File: src/rtl/asi_pkg.sv
// Shared types for the AXI slave write/read interfaces.
package asi_pkg;

  typedef enum logic [1:0] {
    FIXED = 2'b00,
    INCR  = 2'b01,
    WRAP  = 2'b10,
    RSVD  = 2'b11
  } burst_e;

  localparam logic [1:0] OKAY   = 2'b00;
  localparam logic [1:0] EXOKAY = 2'b01;
  localparam logic [1:0] SLVERR = 2'b10;
  localparam logic [1:0] DECERR = 2'b11;

  typedef enum logic {
    IDLE  = 1'b0,
    BURST = 1'b1
  } st_e;

endpackage

File: src/rtl/sfifo.sv
// Synchronous FIFO, depth 2**AW; pushes when full and pops when empty are ignored.
module sfifo #(
  parameter int AW = 2,
  parameter int DW = 8
) (
  input  logic          clk_i,
  input  logic          rst_ni,
  input  logic          push_i,
  input  logic [DW-1:0] din_i,
  input  logic          pop_i,
  output logic [DW-1:0] dout_o,
  output logic          full_o,
  output logic          empty_o,
  output logic [AW:0]   cnt_o
);
  localparam int DEPTH = 1 << AW;

  logic [DW-1:0] mem_q [DEPTH];
  logic [AW-1:0] wp_q, rp_q;
  logic [AW:0]   cnt_q;
  logic          do_push, do_pop;

  assign full_o  = (cnt_q == (AW+1)'(DEPTH));
  assign empty_o = (cnt_q == '0);
  assign cnt_o   = cnt_q;
  assign dout_o  = mem_q[rp_q];
  assign do_push = push_i & ~full_o;
  assign do_pop  = pop_i & ~empty_o;

  always_ff @(posedge clk_i or negedge rst_ni) begin
    if (!rst_ni) begin
      wp_q  <= '0;
      rp_q  <= '0;
      cnt_q <= '0;
    end else begin
      if (do_push) wp_q <= wp_q + 1'b1;
      if (do_pop)  rp_q <= rp_q + 1'b1;
      case ({do_push, do_pop})
        2'b10:   cnt_q <= cnt_q + 1'b1;
        2'b01:   cnt_q <= cnt_q - 1'b1;
        default: cnt_q <= cnt_q;
      endcase
    end
  end

  always_ff @(posedge clk_i) begin
    if (do_push) mem_q[wp_q] <= din_i;
  end

endmodule

File: src/rtl/asi_w.sv
// AXI slave write interface: buffers AW, walks burst addresses, forwards beats to a
// user port and queues one B response per burst.
module asi_w import asi_pkg::*; #(
  parameter int AXI_DW     = 128,
  parameter int AXI_AW     = 32,
  parameter int AXI_IW     = 8,
  parameter int AXI_LW     = 8,
  parameter int AXI_SW     = 3,
  parameter int AXI_BURSTW = 2,
  parameter int AXI_BRESPW = 2,
  parameter int ASI_AD     = 4,
  parameter int ASI_BD     = 4,
  parameter int AXI_BYTES  = AXI_DW/8,
  parameter int AXI_WSTRBW = AXI_BYTES
) (
  input  logic                  ACLK,
  input  logic                  ARESETn,
  input  logic [AXI_IW-1:0]     AWID,
  input  logic [AXI_AW-1:0]     AWADDR,
  input  logic [AXI_LW-1:0]     AWLEN,
  input  logic [AXI_SW-1:0]     AWSIZE,
  input  logic [AXI_BURSTW-1:0] AWBURST,
  input  logic                  AWVALID,
  output logic                  AWREADY,
  input  logic [AXI_DW-1:0]     WDATA,
  input  logic [AXI_WSTRBW-1:0] WSTRB,
  input  logic                  WLAST,
  input  logic                  WVALID,
  output logic                  WREADY,
  output logic [AXI_IW-1:0]     BID,
  output logic [AXI_BRESPW-1:0] BRESP,
  output logic                  BVALID,
  input  logic                  BREADY,
  output logic [AXI_IW-1:0]     usr_wid,
  output logic [AXI_AW-1:0]     usr_waddr,
  output logic [AXI_DW-1:0]     usr_wdata,
  output logic [AXI_WSTRBW-1:0] usr_wstrb,
  output logic                  usr_wlast,
  output logic                  usr_wvalid,
  input  logic                  usr_wready,
  input  logic                  usr_werr
);
  localparam int AFW   = AXI_IW + AXI_AW + AXI_LW + AXI_SW + AXI_BURSTW;
  localparam int BFW   = AXI_IW + AXI_BRESPW;
  localparam int AAW   = $clog2(ASI_AD);
  localparam int BAW   = $clog2(ASI_BD);
  localparam int SZMAX = $clog2(AXI_BYTES);

  st_e                   state_q;
  logic [AXI_AW-1:0]     addr_q, addr_nxt, bytes, wsz;
  logic [AXI_IW-1:0]     id_q;
  logic [AXI_LW-1:0]     len_q, beat_q;
  logic [AXI_SW-1:0]     size_q;
  logic [AXI_BURSTW-1:0] burst_q;
  logic                  err_q;

  logic [AFW-1:0]        aff_din, aff_dout;
  logic                  aff_full, aff_empty, aff_pop;
  logic [AAW:0]          aff_cnt;
  logic [BFW-1:0]        bff_din, bff_dout;
  logic                  bff_full, bff_empty, bff_push, bff_pop;
  logic [BAW:0]          bff_cnt;

  logic [AXI_IW-1:0]     a_id, bh_id;
  logic [AXI_AW-1:0]     a_addr;
  logic [AXI_LW-1:0]     a_len;
  logic [AXI_SW-1:0]     a_size;
  logic [AXI_BURSTW-1:0] a_burst;
  logic [AXI_BRESPW-1:0] bh_resp;

  logic busy, hs, last, last_hs, err_fin, bslot, start, start_err;
  int   b_used;

  assign aff_din = {AWID, AWADDR, AWLEN, AWSIZE, AWBURST};
  assign {a_id, a_addr, a_len, a_size, a_burst} = aff_dout;

  sfifo #(.AW(AAW), .DW(AFW)) u_aff (
    .clk_i(ACLK), .rst_ni(ARESETn),
    .push_i(AWVALID & AWREADY), .din_i(aff_din), .pop_i(aff_pop),
    .dout_o(aff_dout), .full_o(aff_full), .empty_o(aff_empty), .cnt_o(aff_cnt)
  );

  sfifo #(.AW(BAW), .DW(BFW)) u_bff (
    .clk_i(ACLK), .rst_ni(ARESETn),
    .push_i(bff_push), .din_i(bff_din), .pop_i(bff_pop),
    .dout_o(bff_dout), .full_o(bff_full), .empty_o(bff_empty), .cnt_o(bff_cnt)
  );

  assign AWREADY    = ARESETn & ~aff_full;
  assign busy       = (state_q == BURST);
  assign usr_wvalid = busy & WVALID;
  assign WREADY     = busy & usr_wready;
  assign usr_wdata  = WDATA;
  assign usr_wstrb  = WSTRB;
  assign last       = busy & (beat_q == len_q);
  assign usr_wlast  = last;
  assign usr_waddr  = addr_q;
  assign usr_wid    = id_q;

  assign hs      = busy & WVALID & usr_wready;
  assign last_hs = hs & last;
  assign err_fin = err_q | (WLAST != last) | usr_werr;

  // The burst finishing this cycle already owns one B slot, so count it as used.
  assign b_used = 32'(bff_cnt) + 32'(last_hs);
  assign bslot  = (b_used < ASI_BD);
  assign start  = (~busy | last_hs) & (aff_cnt != '0) & bslot;
  assign aff_pop = start & ~aff_empty;

  assign start_err = (a_burst == RSVD) || (32'(a_size) > SZMAX) ||
                     ((a_burst == WRAP) && !(a_len inside {1, 3, 7, 15}));

  always_comb begin
    bytes = AXI_AW'(1) << size_q;
    wsz   = (AXI_AW'(len_q) + AXI_AW'(1)) * bytes;
    case (burst_q)
      FIXED:   addr_nxt = addr_q;
      WRAP:    addr_nxt = (addr_q & ~(wsz - 1'b1)) | ((addr_q + bytes) & (wsz - 1'b1));
      default: addr_nxt = addr_q + bytes;
    endcase
  end

  assign bff_push = last_hs & ~bff_full;
  assign bff_din  = {id_q, err_fin ? SLVERR : OKAY};
  assign bff_pop  = BVALID & BREADY;
  assign BVALID   = ~bff_empty;
  assign {bh_id, bh_resp} = bff_dout;
  assign BID      = BVALID ? bh_id : '0;
  assign BRESP    = BVALID ? bh_resp : '0;

  always_ff @(posedge ACLK or negedge ARESETn) begin
    if (!ARESETn) begin
      state_q <= IDLE;
      addr_q  <= '0;
      id_q    <= '0;
      len_q   <= '0;
      size_q  <= '0;
      burst_q <= '0;
      beat_q  <= '0;
      err_q   <= 1'b0;
    end else if (start) begin
      state_q <= BURST;
      addr_q  <= a_addr;
      id_q    <= a_id;
      len_q   <= a_len;
      size_q  <= a_size;
      burst_q <= a_burst;
      beat_q  <= '0;
      err_q   <= start_err;
    end else if (last_hs) begin
      state_q <= IDLE;
    end else if (hs) begin
      beat_q  <= beat_q + 1'b1;
      addr_q  <= addr_nxt;
      err_q   <= err_fin;
    end
  end

endmodule

File: config.mk
export PLATFORM = sky130hd
export DESIGN_NAME = asi_w
export DESIGN_NICKNAME = d
export VERILOG_FILES = /design/src/rtl/asi_pkg.sv /design/src/rtl/sfifo.sv /design/src/rtl/asi_w.sv
export SDC_FILE = /design/constraint.sdc
export NUM_CORES = 1
export LEC_CHECK = 0
export CAP_MARGIN = 10
export CORE_ASPECT_RATIO = 1.1
export CORE_UTILIZATION = 54
export DETAILED_ROUTE_END_ITERATION = 8
export GPL_ROUTABILITY_DRIVEN = 0
export GPL_TIMING_DRIVEN = 0
export PLACE_DENSITY = 0.85
export SLEW_MARGIN = 20
export SYNTH_ARGS = -nofsm -noshare
export SYNTH_HDL_FRONTEND = slang
export SYNTH_SLANG_ARGS = --single-unit
File: constraint.sdc
create_clock -name ACLK -period 10 [get_ports ACLK]
set_clock_uncertainty 0.05 [all_clocks]
set_input_delay 1.5 -clock ACLK [delete_from_list [all_inputs] [get_ports ACLK]]
set_output_delay 1.5 -clock ACLK [all_outputs]
set_load 0.005 [all_outputs]
==> impl_results.md, run 1 <==
- Cell area after synthesis: 18,000 um^2
- Arrival time worst endpoint: 7.60 ns
- Via/cell ratio: 5.80
- Post-synth top area cell: edfxtp_1
- Synth Register Bits: 325
- Share of layout cells above drive strength 1: 0.173
- Core area: 32,500 um^2
- Clk_lat worst skew: 0.57 ns
- Setup_tns: 0 ns
- Die Wd: 176 um
- Final worst path period share: 0.715
- Total CTS buffers: 30
- Per-cell routed wire length: 21.6 um
- Tightest Pin Transition: 0.821 ns
- Largest net degree at the start of global routing: 48
- Antenna Diode Count: 0
- Area of placed instances: 21,300 um^2
- Detailed Route WL: 46,900 um
- Clk pin slew, worst setup/hold paths: 0.07 ns
- Hold Crit Class: flop to flop
- FMAX: 0.140 GHz
- Nets: 2,063
- Initial antenna violation count: 0
- Cts hold-fix bufs: 0
- Dpl cells: 2,120
- Syn Inst Count: 1,430
- H-tree Lvls: 1
- Vias: 12,600
- # Post-CTS Setup Buffers: 0
- Flop2flop setup slack: 2.85 ns
- Top cells by count, synth: edfxtp_1 (248), nand2_1 (154), buf_4 (146)
- Full die area: 34,100 um^2
- Crit path time final: 7.15 ns
- Final Cell Area: 22,300 um^2
- Outcome: complete, no violations
- Crit start category: flop
- First-pass GRT wire length: 72,900 um
- Area growth from synthesis to layout: 23.9%
- Initial DRC count: 1,013
- Gates resized, CTS repair: 0
- Num rows: 69
- R2R Path Start: len_q[0]
- Post-synthesis async set-or-reset flop share: 0.237
- Port Buffers: 258
- Final hold vios: 0
- CTS tree: built
- Die height: 194 um
- Io pins: 404
- Post-synth top flop: edfxtp_1
- Synthesized area per cell: 12.6 um^2
- # Max-Cap Violations: 0
- Critical path origin: len_q[0]
- Setup crit end kind: flop
- Leak Pwr: 8.93 nW
- Max Buffers Root-to-Sink: 3
- Post-DP HPWL: 33,800 um
- DRC viols: 0
- Worst EP required: 10.45 ns
- Clk sinks: 325
- Fill cells: 2,156
- Final total power: 6.98 mW
- DR pass1 iterations: 5
- Finish-stage setup viols: 0
- Gr ovfl total: 0
- Final slew viol count: 0
- Final std cells w/o fill: 2,175
- Maximum vdd drop: 289 uV
- Top post-synthesis cells by area: edfxtp_1 (41%), dfrtp_1 (11%), mux4_2 (7.7%)
- Synth warn: 0
- CP Class: flop to flop
- Post-synthesis cell type count: 74
- Post-synth EDFFs: 248
- Initial Util: 0.554
- Crit-path max FO: 10
- RSZ-0062 raised after global routing: false
- Post-synth top area share: 0.413
- Top-count cell post-synth: edfxtp_1
- Rel. slew slack: 0.453
- Routed Antenna Nets: 0
- Number of global-route vias before repair: 13,200
- Root cell of the clock tree: clkbuf_16
- Syn_nets: 1,767
- Total track usage: 0.278
- Cell Pwr Density: 312 nW/um^2
- HP Start: err_q
- Seq/Total Area, Yosys: 0.520
final timing paths:
kind / endpoint / cells past startpoint
max reg2reg: flop / 24
min: err_q / 2
max: flop / 24
min in group asynchronous: usr_wid[7] / 1
min reg2reg: err_q / 2
max in group asynchronous: async pin / 2
metal layers:
metal	GRT usage	vias to the layer above	wire, um
li1	-	5531	-
met1	0.342	6233	17000
met2	0.472	687	23800
met3	0.0447	162	3950
met4	0.141	0	2230
met5	0	-	0
report_power, final:
part           leakage (nW)  switching (mW)  total, mW  internal [mW]
Combinational          5.23            2.17       3.88           1.72
Clock                 0.498           0.492       1.19          0.696
Sequential             3.20           0.202       1.91           1.71
Total                  8.93            2.86       6.98           4.12
layout make-up:
type	count	area (um^2)	area share
plain buffers	190	1300	0.0582
clock buffers	35	791	0.0354
flip-flops and latches	325	9370	0.420
repair buffers	264	2730	0.122
inverters	111	422	0.0189
well taps	426	533	0.0239
clock inverters	20	236	0.0106
multi-input cells	804	6960	0.311
registers in the layout, indices dropped and copies added (netlist names), named ones only:
signal,flops
u_aff.mem_q,212
u_bff.mem_q,36
beat_q,8
len_q,8
usr_wid,8
size_q,3
u_aff.cnt_o,3
u_bff.cnt_o,3
burst_q,2
u_aff.rp_q,2
u_aff.wp_q,2
u_bff.rp_q,2
u_bff.wp_q,2
busy,1
err_q,1
through the flow:
stage               hold slack (ns)   util  setup slack [ns]
finish                        0.441  0.686              2.85
global route                  0.477  0.686              2.25
CTS                           0.441  0.686              2.89
detailed placement            0.427  0.655              3.03
global placement              0.415  0.650              2.17
floorplan                     0.399      -              3.84
cells in the final DEF, fill, tap and decap left out, types with 26 or more instances in the layout:
| master | count |
|---|---|
| clkbuf_1 | 27 |
| dfrtp_1 | 77 |
| nand2_1 | 154 |
| edfxtp_1 | 248 |
| ha_1 | 83 |
| clkdlybuf4s50_1 | 257 |
| xor2_1 | 34 |
| fa_1 | 49 |
| buf_4 | 148 |
| mux4_2 | 62 |
| o21ai_0 | 40 |
| inv_1 | 110 |
| nor2_1 | 70 |
| clkbuf_16 | 31 |
| xnor2_1 | 26 |
| a21oi_1 | 45 |
worst max-delay path: stages, from the launching register on:
cell and delay, ns:
dfrtp_1 0.42, clkbuf_1 0.39, nand3_1 0.21, xnor2_1 0.32, nand2_1 0.13, fa_1 0.54
inv_1 0.05, fa_1 0.50, inv_1 0.05, fa_1 0.47, inv_1 0.05, fa_1 0.53
inv_1 0.06, fa_1 0.54, inv_1 0.05, ha_1 0.34, o21a_1 0.19, o21ai_0 0.21
a21oi_1 0.14, o21ai_2 0.12, a21oi_1 0.15, o311ai_0 0.67, nand2_1 0.35, o31ai_1 0.35
a22o_1 0.19
logic make-up (layout without fill, tap and decap cells):
logic type | Yosys count | after routing | share of synthesized area
simple gates | 360 | 360 | 0.0942
flops | 325 | 325 | 0.520
buf+inv | 301 | 620 | 0.0956
compound gates | 182 | 182 | 0.0677
fa+ha+maj | 132 | 132 | 0.112
mux | 69 | 69 | 0.0813
xor+xnor | 60 | 60 | 0.0291
other cells | 1 | 1 | 0.000208
No activity file was read; power rests on OpenSTA's default activity.
==> run 2: changes to the inputs <==
--- a/config.mk
+++ b/config.mk
@@ -7,11 +7,11 @@
 export LEC_CHECK = 0
 export CAP_MARGIN = 10
 export CORE_ASPECT_RATIO = 1.1
-export CORE_UTILIZATION = 54
+export CORE_UTILIZATION = 46
 export DETAILED_ROUTE_END_ITERATION = 8
 export GPL_ROUTABILITY_DRIVEN = 0
 export GPL_TIMING_DRIVEN = 0
-export PLACE_DENSITY = 0.85
+export PLACE_DENSITY = 0.77
 export SLEW_MARGIN = 20
 export SYNTH_ARGS = -nofsm -noshare
 export SYNTH_HDL_FRONTEND = slang
==> constraint.sdc (replaced) <==
create_clock -name ACLK -period 6.5 [get_ports ACLK]
set_clock_uncertainty 0.05 [all_clocks]
set_input_delay 0.975 -clock ACLK [delete_from_list [all_inputs] [get_ports ACLK]]
set_output_delay 0.975 -clock ACLK [all_outputs]
set_load 0.005 [all_outputs]
==> run 2 against run 1 <==
Net effect:
- final cell count increased by 3.6%
- clock power rose by 51%
- largest power group unchanged
- final area is 1.2% higher
- global-route usage shrank 5.1 points
- wire length down 2.7%
- clock-buffer cell count up 3
==> impl_results.md, run 2 (synthesis results as in run 1) <==
- Crit path time final: 6.28 ns (-0.866 ns)
- Die height: 210 um (+8.3%)
- Final std cells w/o fill: 2,253 (+3.6%)
- Slowest cell delay on critical path: 0.58 ns (-0.09 ns)
- CP Class: flop to flop
- Vias: 12,200 (-3.3%)
- Total track usage: 0.227 (-0.0506)
- FMAX: 0.159 GHz (+14%)
- Largest register FFs: 212 (unchanged)
- Number of global-route vias before repair: 12,300 (-6.2%)
- Crit-path max FO: 10 (unchanged)
- Outcome: complete, no violations
- Total CTS buffers: 30 (unchanged)
- Finish-stage setup viols: 0 (unchanged)
- Nets: 2,066 (+0.15%)
- Gr ovfl total: 0 (unchanged)
- Max stage delay cell, worst path: fa_1
- Full die area: 40,000 um^2 (+17%)
- Root cell of the clock tree: clkbuf_16
- Per-cell routed wire length: 20.3 um (-6.1%)
- CP cell instances: ha_2, nand4_1, xor2_4, nor2b_1, fa_1, fa_1, fa_1, fa_1, ha_1, ha_1, a21o_1, a21o_1, a21o_1, nor3_1, a21oi_2, or3_1, a31oi_4, buf_6, o21ai_2, a211o_1
- CTS tree: built
- Final hold vios: 0 (unchanged)
- Crit start category: flop
- Clk_lat worst skew: 0.56 ns (about the same)
- Leak Pwr: 8.97 nW (+0.44%)
- Via/cell ratio: 5.41 (-6.7%)
- Initial Util: 0.470 (-0.0842)
- First-pass GRT wire length: 69,100 um (-5.2%)
- DR pass1 iterations: 6 (+1)
- Most common cell after layout, fill and taps aside: clkdlybuf4s50_1
- Cell Pwr Density: 476 nW/um^2 (+52%)
- Tightest Pin Transition: 0.886 ns (+0.0643 ns)
- Num rows: 75 (+8.7%)
- Detailed Route WL: 45,700 um (-2.7%)
- H-tree Lvls: 1 (unchanged)
- Antenna Diode Count: 0 (unchanged)
- Io pins: 404 (unchanged)
- Crit-path most repeated cell: fa_1
- Final Cell Area: 22,600 um^2 (+1.2%)
- Clock power share: 0.167 (-0.003)
- Routed Antenna Nets: 0 (unchanged)
- Post-DP HPWL: 34,700 um (+2.7%)
- Die Wd: 191 um (+8.3%)
- RSZ-0062 raised after global routing: true
- Largest regs: u_aff.mem_q x212, u_bff.mem_q x36
- Max Buffers Root-to-Sink: 3 (unchanged)
- Setup crit end kind: flop
- Final Core Density: 0.589 (-0.0976)
- Area of placed instances: 21,400 um^2 (+0.43%)
- Port Buffers: 258 (unchanged)
- Area growth from synthesis to layout: 25.3%
- Dpl cells: 2,194 (+3.5%)
- Worst EP required: 6.89 ns (-3.56 ns)
- Logic pwr share: 0.559 (+0.003)
- Clk pin slew, worst setup/hold paths: 0.07 ns (about the same)
- Most frequent cells in the layout: clkdlybuf4s50_1 (257), edfxtp_1 (248), nand2_1 (154)
- # Max-Cap Violations: 0 (unchanged)
- Initial antenna violation count: 1 (+1)
- Hold Crit Class: input pin to async pin
- Sw Ratio: 0.407 (-0.00286)
- Arrival time worst endpoint: 6.67 ns (-0.93 ns)
- Maximum vdd drop: 509 uV (+76%)
- Share of layout cells above drive strength 1: 0.192 (+0.0184)
- Rel. slew slack: 0.403 (-0.0491)
- Cell Int Power: 6.38 mW (+55%)
- Largest net degree at the start of global routing: 51 (+6.3%)
- R2R Path Start: len_q[1]
- P_sw: 4.38 mW (+53%)
- Core area: 38,400 um^2 (+18%)
- Final slew viol count: 0 (unchanged)
- Final worst path period share: 0.966 (+0.252)
- Clk sinks: 325 (unchanged)
- Sequential share of power: 0.274 (about the same)
- Hold slack: 0.299 ns (-0.142 ns)
- Critical path origin: len_q[1]
- DRC viols: 0 (unchanged)
- Initial DRC count: 867 (-14%)
- Most flop-heavy register: u_aff.mem_q
-- run 2: cell count changes in the layout (fill, tap and decap cells not counted), sizes merged --
cell,previous run,this run
clkinvlp,2,3
clkinv,13,12
bufinv,5,3
buf,174,180
-- run 2: final timing paths --
kind / cells past startpoint / slack (ns) / to
worst max-delay path: 20 / 0.22 / flop
worst max register to register: 20 / 0.22 / flop
worst min register to register: 1 / 0.47 / u_bff.cnt_o[0]
worst min-delay path: 1 / 0.30 / usr_wid[7]
min in group ACLK: 1 / 0.47 / u_bff.cnt_o[0]
max in group asynchronous: 2 / 5.48 / async pin
-- run 2: layout make-up --
| type | count | area (um^2) |
|---|---|---|
| timing repair buffer | 269 | 2760 |
| sequential | 325 | 9380 |
| clock inverter | 18 | 176 |
| tap | 500 | 626 |
| multi-input combinational | 804 | 7070 |
| buffer | 188 | 1300 |
| inverter | 111 | 428 |
| fill | 2954 | 15800 |
| clock buffer | 38 | 852 |
-- run 2: layer usage --
layer	wire length, um	vias to the layer above	track usage
li1	-	5543	-
met1	18100	6034	0.291
met2	22900	516	0.386
met3	3090	99	0.0351
met4	1610	2	0.0880
met5	7	-	0
-- run 2: power by group through the flow --
stage               registers, mW  clock network [mW]  logic [mW]
global placement             2.95                   0        5.67
detailed placement           2.95                   0        5.81
floorplan                    2.87                   0        4.17
global route                 2.99                1.91        6.70
CTS                          2.92                1.82        5.90
finish                       2.95                1.80        6.01
-- run 2: what timing repair did --
item	4_1_cts	5_1_grt
pin swaps	0	1
endpoints found under the setup margin	18	18
hold buffers	0	0
buffers inserted	1	4
resized for setup	13	22
-- run 2: critical path: cells and delay by family (launching register included) --
kind | cells | cell delay [ns]
flops | 1 | 0.46
compound gates | 7 | 1.20
xor+xnor | 1 | 0.32
simple gates | 4 | 0.94
buf+inv | 1 | 0.16
fa+ha+maj | 7 | 3.02
-- run 2: per-stage QoR --
| stage | setup TNS [ns] | total power, mW | setup WS [ns] |
|---|---|---|---|
| after CTS | 0 | 10.6 | 0.000520 |
| after global routing | -0.103 | 11.6 | -0.0573 |
| after floorplan | 0 | 7.05 | 0.340 |
| after detailed placement | -4.51 | 8.76 | -0.449 |
| after global placement | -206.51 | 8.62 | -0.925 |
| final | 0 | 10.8 | 0.220 |
==> run 3: changes to the inputs <==
--- a/config.mk
+++ b/config.mk
@@ -8,6 +8,7 @@
 export CAP_MARGIN = 10
 export CORE_ASPECT_RATIO = 1.1
 export CORE_UTILIZATION = 46
+export CTS_CLUSTER_SIZE = 24
 export DETAILED_ROUTE_END_ITERATION = 8
 export GPL_ROUTABILITY_DRIVEN = 0
 export GPL_TIMING_DRIVEN = 0
==> results of run 3 <==
The final DEF is identical to that of run 2; final timing and power are the same.
